==> src/rtl/disp_timing_pkg.sv <==
// Shared timing constants, total-derivation helpers and scan state type for the
// display timing generator.
package disp_timing_pkg;

    // 640x480@60 defaults
    localparam int unsigned DEF_H_ACTIVE = 640;
    localparam int unsigned DEF_H_FP     = 16;
    localparam int unsigned DEF_H_SYNC   = 96;
    localparam int unsigned DEF_H_BP     = 48;
    localparam int unsigned DEF_V_ACTIVE = 480;
    localparam int unsigned DEF_V_FP     = 10;
    localparam int unsigned DEF_V_SYNC   = 2;
    localparam int unsigned DEF_V_BP     = 33;
    localparam logic        DEF_SYNC_POL = 1'b0;
    localparam int unsigned DEF_RD_LAT   = 1;

    typedef enum logic {
        IDLE = 1'b0,
        RUN  = 1'b1
    } state_t;

    function automatic int unsigned h_total(input int unsigned active, input int unsigned fp,
                                            input int unsigned sync, input int unsigned bp);
        return active + fp + sync + bp;
    endfunction

    function automatic int unsigned v_total(input int unsigned active, input int unsigned fp,
                                            input int unsigned sync, input int unsigned bp);
        return active + fp + sync + bp;
    endfunction

endpackage

==> src/rtl/disp_delay_line.sv <==
// Fixed-depth shift register with asynchronous active-low reset to a per-bit value.
module disp_delay_line #(
    parameter int unsigned      DEPTH   = 2,
    parameter int unsigned      WIDTH   = 1,
    parameter logic [WIDTH-1:0] RST_VAL = '0
) (
    input  logic             clk,
    input  logic             reset,
    input  logic [WIDTH-1:0] d,
    output logic [WIDTH-1:0] q
);

    logic [WIDTH-1:0] stage [DEPTH];

    always_ff @(posedge clk or negedge reset) begin
        if (!reset) begin
            for (int unsigned i = 0; i < DEPTH; i++) begin
                stage[i] <= RST_VAL;
            end
        end else begin
            stage[0] <= d;
            for (int unsigned i = 1; i < DEPTH; i++) begin
                stage[i] <= stage[i-1];
            end
        end
    end

    assign q = stage[DEPTH-1];

endmodule

==> src/rtl/disp_timing_gen.sv <==
// Raster scan-out controller: counters, frame-buffer read strobe and
// sync/data-enable outputs aligned with the returned pixel data.
module disp_timing_gen
    import disp_timing_pkg::*;
#(
    parameter int unsigned H_ACTIVE = DEF_H_ACTIVE,
    parameter int unsigned H_FP     = DEF_H_FP,
    parameter int unsigned H_SYNC   = DEF_H_SYNC,
    parameter int unsigned H_BP     = DEF_H_BP,
    parameter int unsigned V_ACTIVE = DEF_V_ACTIVE,
    parameter int unsigned V_FP     = DEF_V_FP,
    parameter int unsigned V_SYNC   = DEF_V_SYNC,
    parameter int unsigned V_BP     = DEF_V_BP,
    parameter logic        SYNC_POL = DEF_SYNC_POL,
    parameter int unsigned RD_LAT   = DEF_RD_LAT
) (
    input  logic        clk,
    input  logic        reset,
    input  logic        en,
    output logic        rd_en_out,
    input  logic [23:0] data_in,
    output logic [23:0] pix_out,
    output logic        de_out,
    output logic        hsync_out,
    output logic        vsync_out,
    output logic        frame_start
);

    localparam int unsigned H_TOTAL = h_total(H_ACTIVE, H_FP, H_SYNC, H_BP);
    localparam int unsigned V_TOTAL = v_total(V_ACTIVE, V_FP, V_SYNC, V_BP);
    localparam int unsigned HW      = $clog2(H_TOTAL);
    localparam int unsigned VW      = $clog2(V_TOTAL);
    localparam logic [HW-1:0] H_LAST = HW'(H_TOTAL - 1);
    localparam logic [VW-1:0] V_LAST = VW'(V_TOTAL - 1);

    state_t        state, state_nxt;
    logic [HW-1:0] h_cnt, h_nxt;
    logic [VW-1:0] v_cnt, v_nxt;
    logic          frame_end;

    assign frame_end = (h_cnt == H_LAST) && (v_cnt == V_LAST);

    always_ff @(posedge clk or negedge reset) begin
        if (!reset) begin
            state <= IDLE;
            h_cnt <= '0;
            v_cnt <= '0;
        end else begin
            state <= state_nxt;
            h_cnt <= h_nxt;
            v_cnt <= v_nxt;
        end
    end

    // IDLE pins the counters at (0,0) so the first RUN cycle scans pixel (0,0)
    always_comb begin
        state_nxt = state;
        h_nxt     = '0;
        v_nxt     = '0;
        case (state)
            IDLE: begin
                if (en) state_nxt = RUN;
            end
            RUN: begin
                if (frame_end && !en) state_nxt = IDLE;
                if (h_cnt != H_LAST) begin
                    h_nxt = h_cnt + 1'b1;
                    v_nxt = v_cnt;
                end else begin
                    h_nxt = '0;
                    v_nxt = (v_cnt == V_LAST) ? '0 : v_cnt + 1'b1;
                end
            end
            default: state_nxt = IDLE;
        endcase
    end

    logic [31:0] h_pos, v_pos;
    logic        running, active, hs_region, vs_region;
    logic        hs_raw, vs_raw, fs_raw;

    assign h_pos     = 32'(h_cnt);
    assign v_pos     = 32'(v_cnt);
    assign running   = (state == RUN);
    assign active    = running && (h_pos < H_ACTIVE) && (v_pos < V_ACTIVE);
    assign hs_region = running && (h_pos >= H_ACTIVE + H_FP) && (h_pos < H_ACTIVE + H_FP + H_SYNC);
    assign vs_region = running && (v_pos >= V_ACTIVE + V_FP) && (v_pos < V_ACTIVE + V_FP + V_SYNC);
    assign hs_raw    = hs_region ? SYNC_POL : ~SYNC_POL;
    assign vs_raw    = vs_region ? SYNC_POL : ~SYNC_POL;
    assign fs_raw    = active && (h_cnt == '0) && (v_cnt == '0);

    // Timing flags travel RD_LAT+1 stages so they meet data_in at the output register
    logic [3:0] dl_q;
    logic       act_d, hs_d, vs_d, fs_d;

    disp_delay_line #(
        .DEPTH   (RD_LAT + 1),
        .WIDTH   (4),
        .RST_VAL ({1'b0, ~SYNC_POL, ~SYNC_POL, 1'b0})
    ) u_delay (
        .clk   (clk),
        .reset (reset),
        .d     ({active, hs_raw, vs_raw, fs_raw}),
        .q     (dl_q)
    );

    assign {act_d, hs_d, vs_d, fs_d} = dl_q;

    always_ff @(posedge clk or negedge reset) begin
        if (!reset) begin
            rd_en_out   <= 1'b0;
            de_out      <= 1'b0;
            pix_out     <= '0;
            hsync_out   <= ~SYNC_POL;
            vsync_out   <= ~SYNC_POL;
            frame_start <= 1'b0;
        end else begin
            rd_en_out   <= active;
            de_out      <= act_d;
            pix_out     <= act_d ? data_in : '0;
            hsync_out   <= hs_d;
            vsync_out   <= vs_d;
            frame_start <= fs_d;
        end
    end

endmodule
==> config.mk <==
export PLATFORM = sky130hd
export DESIGN_NAME = disp_timing_gen
export DESIGN_NICKNAME = d
export VERILOG_FILES = /design/src/rtl/disp_timing_pkg.sv /design/src/rtl/disp_delay_line.sv /design/src/rtl/disp_timing_gen.sv
export SDC_FILE = /design/constraint.sdc
export NUM_CORES = 1
export LEC_CHECK = 0
export ABC_AREA = 1
export CAP_MARGIN = 20
export CORE_UTILIZATION = 51
export CTS_BUF_LIST = sky130_fd_sc_hd__clkbuf_8
export CTS_CLUSTER_SIZE = 40
export DETAILED_ROUTE_END_ITERATION = 8
export HOLD_SLACK_MARGIN = 0.1
export PLACE_DENSITY = 0.81
export REMOVE_ABC_BUFFERS = 1
export SYNTH_ARGS = -nofsm -noshare
export SYNTH_HDL_FRONTEND = slang
export SYNTH_SLANG_ARGS = --single-unit
==> constraint.sdc <==
create_clock -name clk -period 1.5 [get_ports clk]
set_input_delay 0.15 -clock clk [delete_from_list [all_inputs] [get_ports clk]]
set_output_delay 0.15 -clock clk [all_outputs]
set_load 0.005 [all_outputs]
Word-level counts from Yosys, hierarchy flattened. Cells that the tools add are included.

Bitwise logic cells: 1. Muxes and demuxes: 11. Order comparisons: 6. Reduce and logical (&&, ||, !) cells: 13. Add/subtract/negate cells: 2. Eq/ne operators: 4.

Operators by type and width (count): two-way mux 10 bit (5); two-way mux 24 bit (1); adder 10 x 1 -> 10 bit (second input constant) (2); equality test 10 bit (second input constant) (2); logical NOT 10 bit (2); < comparator 10 bit (second input constant) (2); < comparator 10 x 9 -> 1 bit (second input constant) (2); greater-or-equal comparator 10 bit (second input constant) (1); greater-or-equal comparator 10 x 9 -> 1 bit (second input constant) (1); logical AND 1 bit (10); inequality test 10 bit (second input constant) (1); two-way mux 1 bit (4); inequality test 2 bit (second input constant) (1); case mux 1 bit (2 select lines) (1); logical NOT 1 bit (1); NOT 1 bit (1).

Logic and storage cells: 48. Bits of input ports: 27. Output and inout bits: 29. Register bits after elaboration: 58.

Longest topological paths before layout.
Depth after elaboration: 5. Gate-level depth with buffers: 9.

Hierarchy. From an unflattened synthesis, not the netlist that was laid out.

Cells, all modules: 272. Area, all modules: 2508.7 um^2.

Modules (own cells, without submodules): disp_timing_gen (cells an instance 260, area an instance 2273.4 um^2, times used 1, sequential area each 1253.7 um^2); disp_delay_line (cells an instance 12, area an instance 235.2 um^2, times used 1, sequential area each 205.2 um^2).

Worst setup path after synthesis. No wires, ideal clock.

Path type: register -> register. From: reg h_cnt[0]. To: reg v_cnt[9]. Path buffers: 0. Required time: 1.383 ns. Slack: 0.155 ns. Arrival: 1.227 ns. Cell stages (with the launch flop): 9. Path through: dfrtp_1 -> ha_1 -> nand2_1 -> nor2_2 -> inv_2 -> nor3_4 -> nor2_2 -> nand2_1 -> nand2_1.

Longest elaborated chain between the ends: 2.

RTL lines: start: declaration (RTL line disp_timing_gen.sv:37) `logic [HW-1:0] h_cnt, h_nxt;`; start signal: assignment (RTL line disp_timing_gen.sv:50) `h_cnt <= h_nxt;`; inequality test 10 bit (RTL line disp_timing_gen.sv:66) `if (h_cnt != H_LAST) begin`; inequality test 2 bit (no line); end signal: assignment (RTL line disp_timing_gen.sv:51) `v_cnt <= v_nxt;`; end: declaration (RTL line disp_timing_gen.sv:38) `logic [VW-1:0] v_cnt, v_nxt;`.

No other way between the ends. A chain may end at the register's enable or synchronous reset.

Final worst setup path.
From: reg h_cnt[1]. To: reg v_cnt[4].

Same word-level chain as after synthesis.

==> reports/qor.yml <==
clock_tree:
  root_buffer: "clkbuf_8"
  htree_levels: 3
  cts_tree: "yes"
  clk_pin_slew_ns: 0.06
  clockBufferDepth: 2
  cts_buffers: 9
  cts_sinks: 57
  clk_latency_ns: 0.33
synth:
  synth_cell_types: 31
  synth.avg_cell_area_um2: 9.014
  synth_cells: 269
  ys_seq_area_share_pct: 59.13
  synth_area_mm2: 0.002425
  yosysWarnings: 0
  ys_ff_latch: 57
floorplan:
  die_h_um: 70.96
  rows: 24
  core_area_mm2: 0.004474
  dieWidth_um: 70.96
  initial_core_util_pct: 54.19
  die_area_mm2: 0.005035
  io_pins: 56
grt:
  grt.total_usage_pct: 25.19
  grt_use_met1_pct: 29.78
  grt_max_degree: 32
  gr-usage-met3_pct: 5.271
  gr-total-overflow: 0
  antenna_found_initial: 0
  top_usage_layer: "met2"
  grt_pass1_wl_mm: 9.487
  met2_usage_pct: 43.48
  grt_pass1_vias: 2032
worst_setup_path:
  critPathLaunchType: "register"
  cp-end-kind: "register"
  cp-startpoint: "h_cnt[1]"
  reg2reg_depth: 8
  reg2reg_from: "h_cnt[1]"
  crit_type: "register to register"
  cp_data_arrival_time_ns: 1.73
  cp-endpoint: "v_cnt[4]"
  worstPathRequired_ns: 1.72
  crit_path_max_fanout: 6
  timing.reg2reg.setup_slack_ns: -0.02
  worst_r2r_endpoint: "v_cnt[4]"
drt:
  antenna_left: 0
  wire_per_inst_um: 15.09
  totalWireLength_mm: 6.022
  viasPerCell: 5.256
  first_iter_violations: 183
  vias: 2097
  drcViolationCount: 6
  drt_first_pass_iters: 7
pwr:
  ir_drop_v: 0.0009362
  power.leakage_nw: 1.708
  power_density_mw_per_mm2: 968.8
sta:
  finalCritPeriodShare_pct: 101.1
  final-setup-viol-count: 1
  max_freq_mhz: 659.7
  skew_ns: 0.007021
  slew_headroom_pct: 50.35
  hold_violations: 0
  rsz0062_at_grt: "yes"
  setup_ws_ns: -0.01586
  worst_pin_slew_ns: 0.7447
  period_needed_ns: 1.516
  drv_slew: 0
  fin_tns_setup_ns: -0.01586
finish:
  antenna_cells: 0
  final_area_mm2: 0.003406
  layout.nets: 373
  drive_gt1_share_pct: 16.43
  synthToLayoutAreaGrowth_pct: 40.45
  fill_cells: 295
place:
  dp_slack_ns: -0.03753
  finalWeightedCongestion: 0.9096
  place_hpwl_mm: 3.995
  port_buffers: 55
  placed_area_mm2: 0.003092
run_status:
  violations: "DRC, setup timing"
  outcome: "finished, violations left"
flow_run:
  drv_cap: 0
worst_hold_path:
  hold_path_class: "primary input to asynchronous set/reset pin"
## layout by cell type, fill, tap and decap left out, types with 3 or more instances in the layout
cell type	count
buf_4	10
clkbuf_8	9
inv_1	51
nand3_1	10
nor3_1	4
inv_2	3
o21ai_0	5
nor2_1	24
xor2_1	3
dfstp_2	6
clkinv_2	3
clkdlybuf4s50_1	52
a21oi_1	3
dfrtp_1	51
nand2_1	64
nand2_2	3
nand4_1	8
## Yosys cell counts
library cell  instances  area share, %
dfstp_2               6            6.5
nand4_2               1           0.52
nand2_2               1           0.26
nor4_1                3           0.77
nand3b_1              1           0.31
nor3_2                2           0.83
clkbuf_1              2           0.31
nand3_1              11            2.3
nor3b_1               1           0.31
ha_1                  4            2.1
xnor2_1               1           0.36
o211ai_1              1           0.31
and2_1                1           0.26
o21ai_0               8            1.7
xor2_1                3            1.1
nor3_1                5            1.0
buf_4                 1           0.31
o31ai_1               1           0.31
inv_1                53            8.2
dfrtp_1              51             53
a21oi_1               3           0.62
nand4_1               8            2.1
a211oi_1              1           0.31
buf_2                 2           0.41
nand2_1              66             10
nor2_2                2           0.52
nor3_4                1           0.67
nor2_1               26            4.0
inv_2                 1           0.15
buf_6                 1           0.46
a31oi_1               1           0.26
## flip-flops by register name (all words and copies together) (netlist names)
signal / cells
frame_start: 1
rd_en_out: 1
pix_out: 24
u_delay.stage: 3
v_cnt: 10
u_delay.q: 4
hsync_out: 1
de_out: 1
running: 1
h_cnt: 10
vsync_out: 1
## where the power goes
part / leakage (nW) / total (mW) / switching, mW / internal [mW]
clock network: 0.110 / 1.51 / 0.595 / 0.919
logic: 0.913 / 0.206 / 0.0746 / 0.131
registers: 0.685 / 1.58 / 0.00862 / 1.57
## layer usage
metal  share of wire (%)  vias up
li1                    -      971
met1                  38      992
met2                  51      118
met3                 7.7       16
met4                 2.8        0
met5                   0        -
## cell families (layout without fill, tap and decap cells)
| family | Yosys count | count (layout) | synth area share, % |
|---|---|---|---|
| AND/OR/NAND/NOR | 129 | 129 | 24.05 |
| XOR/XNOR | 4 | 4 | 1.445 |
| flip-flops | 57 | 57 | 59.13 |
| adder cells (fa/ha/maj) | 4 | 4 | 2.064 |
| buffers and inverters | 60 | 138 | 9.856 |
| AO/OA/AOI/OAI | 15 | 15 | 3.458 |
## final cells by class
cell class | count | area [um2] | area share, %
Timing Repair Buffer | 68 | 671.9 | 19.73
Sequential cell | 57 | 1434 | 42.10
Clock buffer | 9 | 123.9 | 3.637
Multi-Input combinational cell | 152 | 819.5 | 24.06
Clock inverter | 7 | 86.33 | 2.535
Inverter | 54 | 205.2 | 6.025
Tap cell | 52 | 65.06 | 1.910
## worst min path at each step
| stage | endpoint | slack, ns | depth (start not counted) |
|---|---|---|---|
| final | h_cnt[0] | 0.28 | 2 |
| after global routing | pix_out[7] | 0.31 | 2 |
| after CTS | v_cnt[6] | 0.28 | 2 |
| after detailed placement | pix_out[7] | 0.1 | 1 |
| after global placement | pix_out[8] | 0.09 | 1 |
| after floorplan | de_out | -0.15 | 0 |
## critical path, stage by stage, from the launching register on
cell and delay (ns):
dfrtp_1 0.36, ha_2 0.20, nand2_2 0.08, nor2_4 0.20, inv_4 0.07, nor3_4 0.25, nor2_4 0.09, nand2_1 0.10
nand2_1 0.06
## through the flow
stage | std cells | utilization [%] | hold WS [ns] | power, mW
floorplan | 263 | - | -0.1456 | 1.636
global placement | 379 | 69.10 | 0.08990 | 1.805
detailed placement | 379 | 69.10 | 0.09874 | 1.813
CTS | 396 | 74.11 | 0.2808 | 3.318
global route | 399 | 76.12 | 0.3070 | 3.407
finish | 399 | 76.12 | 0.2816 | 3.300
## what timing repair did
| item | CTS | global route |
|---|---|---|
| gates resized for setup | 3 | 22 |
| pin swaps | 0 | 10 |
| hold endpoints to repair | 42 | 0 |
| endpoints found under the setup margin | 12 | 18 |
| setup buffers | 0 | 3 |
| hold buffers | 1 | 0 |
Note: power is estimated with default switching activity, not from simulation.
